<file path="config.mk">
export PLATFORM = sky130hd
export DESIGN_NAME = alu_exec_unit
export DESIGN_NICKNAME = d
export VERILOG_FILES = /design/src/rtl/alu_exec_unit.sv
export SDC_FILE = /design/constraint.sdc
export NUM_CORES = 1
export LEC_CHECK = 0
export ABC_AREA = 1
export BUFFER_PORTS_ARGS = -buffer_cell sky130_fd_sc_hd__buf_2
export CAP_MARGIN = 20
export CORE_AREA = 4 4 208 210
export DETAILED_ROUTE_END_ITERATION = 8
export DIE_AREA = 0 0 212 214
export SLEW_MARGIN = 30
export SYNTH_ARGS = -nofsm -noshare
export SYNTH_HDL_FRONTEND = slang
export SYNTH_SLANG_ARGS = --single-unit
export TNS_END_PERCENT = 1
</file>
<file path="constraint.sdc">
create_clock -name clk -period 2.9 [get_ports clk]
set_clock_uncertainty 0.15 [all_clocks]
set_input_delay 0.435 -clock clk [delete_from_list [all_inputs] [get_ports clk]]
set_output_delay 0.435 -clock clk [all_outputs]
set_load 0.03 [all_outputs]
</file>
<file path="src/rtl/alu_exec_unit.sv">
`default_nettype none
// alu_exec_unit -- RV32I execute unit: single-cycle add/sub/logic/compare, bit-serial shifts with start/ready/done.
// Revision 1.0
module alu_exec_unit #(
  parameter int WIDTH = 32
) (
  input  logic             clk,
  input  logic             rst_n,
  input  logic             start,
  input  logic [3:0]       op,
  input  logic [WIDTH-1:0] a,
  input  logic [WIDTH-1:0] b,
  output logic             in_ready,
  output logic             done,
  output logic [WIDTH-1:0] result,
  output logic             zero,
  output logic             illegal
);

  localparam int SW = $clog2(WIDTH);

  localparam logic [3:0] OP_ADD   = 4'b0000;
  localparam logic [3:0] OP_SUB   = 4'b0001;
  localparam logic [3:0] OP_AND   = 4'b0010;
  localparam logic [3:0] OP_OR    = 4'b0011;
  localparam logic [3:0] OP_XOR   = 4'b0100;
  localparam logic [3:0] OP_SLL   = 4'b0101;
  localparam logic [3:0] OP_SRL   = 4'b0110;
  localparam logic [3:0] OP_SRA   = 4'b0111;
  localparam logic [3:0] OP_SLT   = 4'b1000;
  localparam logic [3:0] OP_SLTU  = 4'b1001;
  localparam logic [3:0] OP_PASSB = 4'b1010;

  localparam logic [1:0] KIND_SLL = 2'b01;
  localparam logic [1:0] KIND_SRL = 2'b10;

  typedef enum logic [0:0] {
    IDLE  = 1'b0,
    SHIFT = 1'b1
  } state_t;

  state_t           state;
  state_t           state_nxt;
  logic [WIDTH-1:0] acc;
  logic [SW-1:0]    cnt;
  logic [1:0]       kind;

  logic [SW-1:0]    shamt;
  logic             is_shift_op;
  logic             accept;
  logic             go_serial;
  logic             last_step;
  logic [WIDTH-1:0] single_res;
  logic             single_ill;
  logic [WIDTH-1:0] acc_step;

  assign shamt       = b[SW-1:0];
  assign is_shift_op = (op == OP_SLL) || (op == OP_SRL) || (op == OP_SRA);
  assign in_ready    = (state == IDLE);
  assign accept      = start && in_ready;
  assign go_serial   = accept && is_shift_op && (shamt != '0);
  assign last_step   = (state == SHIFT) && (cnt == SW'(1));

  // Shift ops only reach this path with shamt == 0, where the result is just a.
  always_comb begin
    single_res = '0;
    single_ill = 1'b0;
    case (op)
      OP_ADD:   single_res = a + b;
      OP_SUB:   single_res = a - b;
      OP_AND:   single_res = a & b;
      OP_OR:    single_res = a | b;
      OP_XOR:   single_res = a ^ b;
      OP_SLL,
      OP_SRL,
      OP_SRA:   single_res = a;
      OP_SLT:   single_res = {{(WIDTH-1){1'b0}}, ($signed(a) < $signed(b))};
      OP_SLTU:  single_res = {{(WIDTH-1){1'b0}}, (a < b)};
      OP_PASSB: single_res = b;
      default: begin
        single_res = '0;
        single_ill = 1'b1;
      end
    endcase
  end

  always_comb begin
    acc_step = acc;
    case (kind)
      KIND_SLL: acc_step = {acc[WIDTH-2:0], 1'b0};
      KIND_SRL: acc_step = {1'b0, acc[WIDTH-1:1]};
      default:  acc_step = {acc[WIDTH-1], acc[WIDTH-1:1]};
    endcase
  end

  always_ff @(posedge clk or negedge rst_n) begin
    if (!rst_n) begin
      state <= IDLE;
    end else begin
      state <= state_nxt;
    end
  end

  always_comb begin
    state_nxt = state;
    case (state)
      IDLE:    if (go_serial) state_nxt = SHIFT;
      SHIFT:   if (last_step) state_nxt = IDLE;
      default: state_nxt = IDLE;
    endcase
  end

  always_ff @(posedge clk or negedge rst_n) begin
    if (!rst_n) begin
      acc     <= '0;
      cnt     <= '0;
      kind    <= 2'b00;
      result  <= '0;
      zero    <= 1'b1;
      illegal <= 1'b0;
      done    <= 1'b0;
    end else begin
      done <= 1'b0;
      if (state == SHIFT) begin
        acc <= acc_step;
        cnt <= cnt - SW'(1);
        if (last_step) begin
          result  <= acc_step;
          zero    <= (acc_step == '0);
          illegal <= 1'b0;
          done    <= 1'b1;
        end
      end else if (go_serial) begin
        acc  <= a;
        cnt  <= shamt;
        kind <= op[1:0];
      end else if (accept) begin
        result  <= single_res;
        zero    <= (single_res == '0);
        illegal <= single_ill;
        done    <= 1'b1;
      end
    end
  end

endmodule
`default_nettype wire
</file>
==> reports/results.txt <==
Final Net Count = 2260
fillers = 4549
RSZ-0062 raised after global routing = yes
Routed Wire Length = 49400 um
largest net degree at the start of global routing = 76
Slew @ Worst Pin = 734 ps
initial antenna violation count = 1
Reg clk slew, reported paths = 60 ps
Setup Total Neg Slack = 0 ps
ys flop type = dfrtp_1
max-slew violations = 0
number of buffers added on ports = 106
YS warnings = 0
DR iter-0 viols = 1267
Post-synth EDFFs = 0
GP Congestion = 1.01
placed insts = 2615
Setup crit end = zero
Hold Vio Cnt, Final = 31
root buffer cell = clkbuf_16
P&R area growth vs syn = 37.7%
vias in the first global route = 12.7k
row cnt = 75
drt drc = 0
failing checks = hold timing
data arrival time of the worst path = 2900 ps
hpwl dp = 41300 um
Tcrit/Tclk final = 96.2%
Worst Setup SP = a[20]
Syn Area/Cell = 6.00 um^2
peak supply drop = 0.000359 V
routed len/inst = 18.8 um
Pre-Repair DR Iteration Count = 6
worst setup path class = in2reg
P_sw = 3950 uW
CTS buffer count = 9
R2R cell count = 13
synthesized instance count = 1712
post-synthesis async set-or-reset flop share = 100%
CTS tree = done
clk_lat worst skew = 340 ps
Place WS = -297 ps
sequential area share after synthesis = 18.3%
highest clock rate = 358 MHz
Num Clock Sinks = 75
worst-case clock buffer depth = 2
Internal = 4090 uW
Seq cells post-synth = 75
gr usage total = 20.7%
Setup crit start kind = input port
CP max FO = 6
syn nets = 1885
Worst Path Required = 3010 ps
dpl cell area = 13600 um^2
Net Sw Frac = 49.2%
Final ANT Viol Nets = 0
Yosys cell types = 50
Finished Layout Cells = 2630
n_diodes = 0
die area = 45400 um^2
Setup crit end kind = register
Hold Crit Class = in2async
first-pass GRT wire length = 73200 um
clock share of power = 14.7%
part of the power in combinational logic = 62.9%
r2r setup slk = 170 ps
postcts setup bufs = 0
Synth area leaders = dfrtp_1 (18%), nand2_1 (16%), ha_1 (12%), inv_1 (9.7%), nand3_1 (9.2%)
PD cells = 569 nW/um^2
final setup fails = 0
Pleak = 0.00742 uW
Via density = 5.05
I/O pin total = 107
worst r2r src = kind[0]
outcome = complete, but fails checks
initial core utilization = 24.7%
Die X = 212 um
CTS HTree Levels = 3
final instance area = 14100 um^2
setup ws final = 109 ps
die height = 214 um
area share of the largest cell type after synthesis = 18.0%
Core Area = 41600 um^2
vias post-DR = 13.3k
fin crit period = 2790 ps
fraction of layout cells with a size suffix above 1 = 25.3%
Relative slew margins = 51.0%
maxcap violations = 0
Critical R2R Capture = zero
post-synthesis cell area = 10300 um^2
grt total ovfl = 0
hold_ws = -64.3 ps
Seq pwr share = 22.4%
fin util = 34.0%
cell taking the most area after synthesis = dfrtp_1
[layout by cell type, fill, tap and decap left out, drive strengths merged, types with 2 or more instances in the layout]
cell type / instances
or2: 9
fa: 2
o21a: 3
o22ai: 59
a31oi: 32
o21bai: 12
nor4: 9
nand2: 458
o311ai: 5
nor3b: 2
and2: 3
nand3: 189
clkbuf: 11
o221ai: 30
a211oi: 17
o21ai: 57
ha: 100
dfrtp: 74
a21oi: 57
buf: 430
nor3: 13
inv: 270
nor2: 193
bufinv: 2
clkinv: 2
a22oi: 9
nand4: 20
a221oi: 2
o211ai: 13
[stage by stage]
| stage | total power, uW | hold slack [ps] |
|---|---|---|
| 5_1_grt | 8590 | 16.0 |
| 6_report | 8040 | -64.3 |
| 3_5_place_dp | 6740 | 324 |
| 3_3_place_gp | 6660 | 322 |
| 4_1_cts | 7950 | 141 |
| 2_1_floorplan | 4750 | -10.6 |
[cells by family after synthesis]
group	synth area share [%]
compound gates	18.6
xor+xnor	0.0854
fa+ha+maj	12.6
buf+inv	13.4
flops	18.3
simple gates	37.0
[how the worst min path moves through the flow]
stage	from	to	slack (ps)	depth (start not counted)
4_1_cts	rst_n	result[5]	140	1
5_1_grt	rst_n	result[5]	20	1
2_1_floorplan	rst_n	acc[0]	-10	0
3_3_place_gp	result[0]	result[0]	320	2
3_5_place_dp	result[0]	result[0]	320	2
6_report	rst_n	result[5]	-60	1
[critical path: stages]
cell and delay (ps):
buf_2 120, inv_1 60, ha_1 410, buf_4 190, nor2_1 160, inv_1 110, nor2_1 190, nand2_1 90
nor2_1 120, nand2_1 130, nand3_1 100, nand2_1 50, nand3_1 60, nand3_1 150, nor2_1 130, nand2_1 60
nor2_1 110, nand3_1 110, a21oi_2 120
[registers in the layout, summed over array words and instances, names as in the netlist]
name	cells
acc	32
result	32
cnt	5
kind	2
done	1
illegal	1
state	1
zero	1
[power by group through the flow]
| stage | registers [uW] | logic, uW | clock network, uW |
|---|---|---|---|
| floorplan | 2250 | 2490 | 0 |
| global placement | 1800 | 4860 | 0 |
| detailed placement | 1820 | 4920 | 0 |
| CTS | 1810 | 4940 | 1200 |
| global route | 1870 | 5470 | 1250 |
| finish | 1800 | 5060 | 1180 |
[metal layers]
layer / GRT usage, % / wire (um) / up-vias
met5: 0 / 7 / -
met4: 6.53 / 1760 / 2
met3: 2.61 / 4070 / 108
met2: 34.0 / 22300 / 605
met1: 28.2 / 21200 / 6158
li1: - / - / 6406
[what timing repair did]
item | 4_1_cts | 5_1_grt
endpoints found under the hold margin | 0 | 0
endpoints found under the setup margin | 0 | 7
hold buffers | 0 | 0
gates resized for setup | 0 | 53
[Yosys cell counts, types with 4 or more instances]
master,number
buf_6,6
nand2_1,451
o21ai_0,53
a21oi_1,54
nor4_1,9
nor3_1,11
a22oi_1,9
inv_2,4
buf_2,24
o221ai_1,30
o211ai_1,13
ha_1,100
dfrtp_1,74
buf_4,10
nand3_1,189
o22ai_1,59
o21bai_1,12
a211oi_1,16
nand2_2,6
nor2_1,186
clkbuf_1,23
inv_1,266
nand4_1,20
a31oi_1,32
or2_2,9
nor2_2,7
[cell type report]
class                      instances  area (um^2)  area share, %
sequential                        75         1880           13.3
clock buffer                      11          233           1.65
multi-input combinational       1300         7200           50.9
clock inverter                     4         76.3          0.540
tap                              539          674           4.77
timing repair buffer             430         3060           21.6
inverter                         271         1020           7.20
Power figures use the tool's default switching activity.
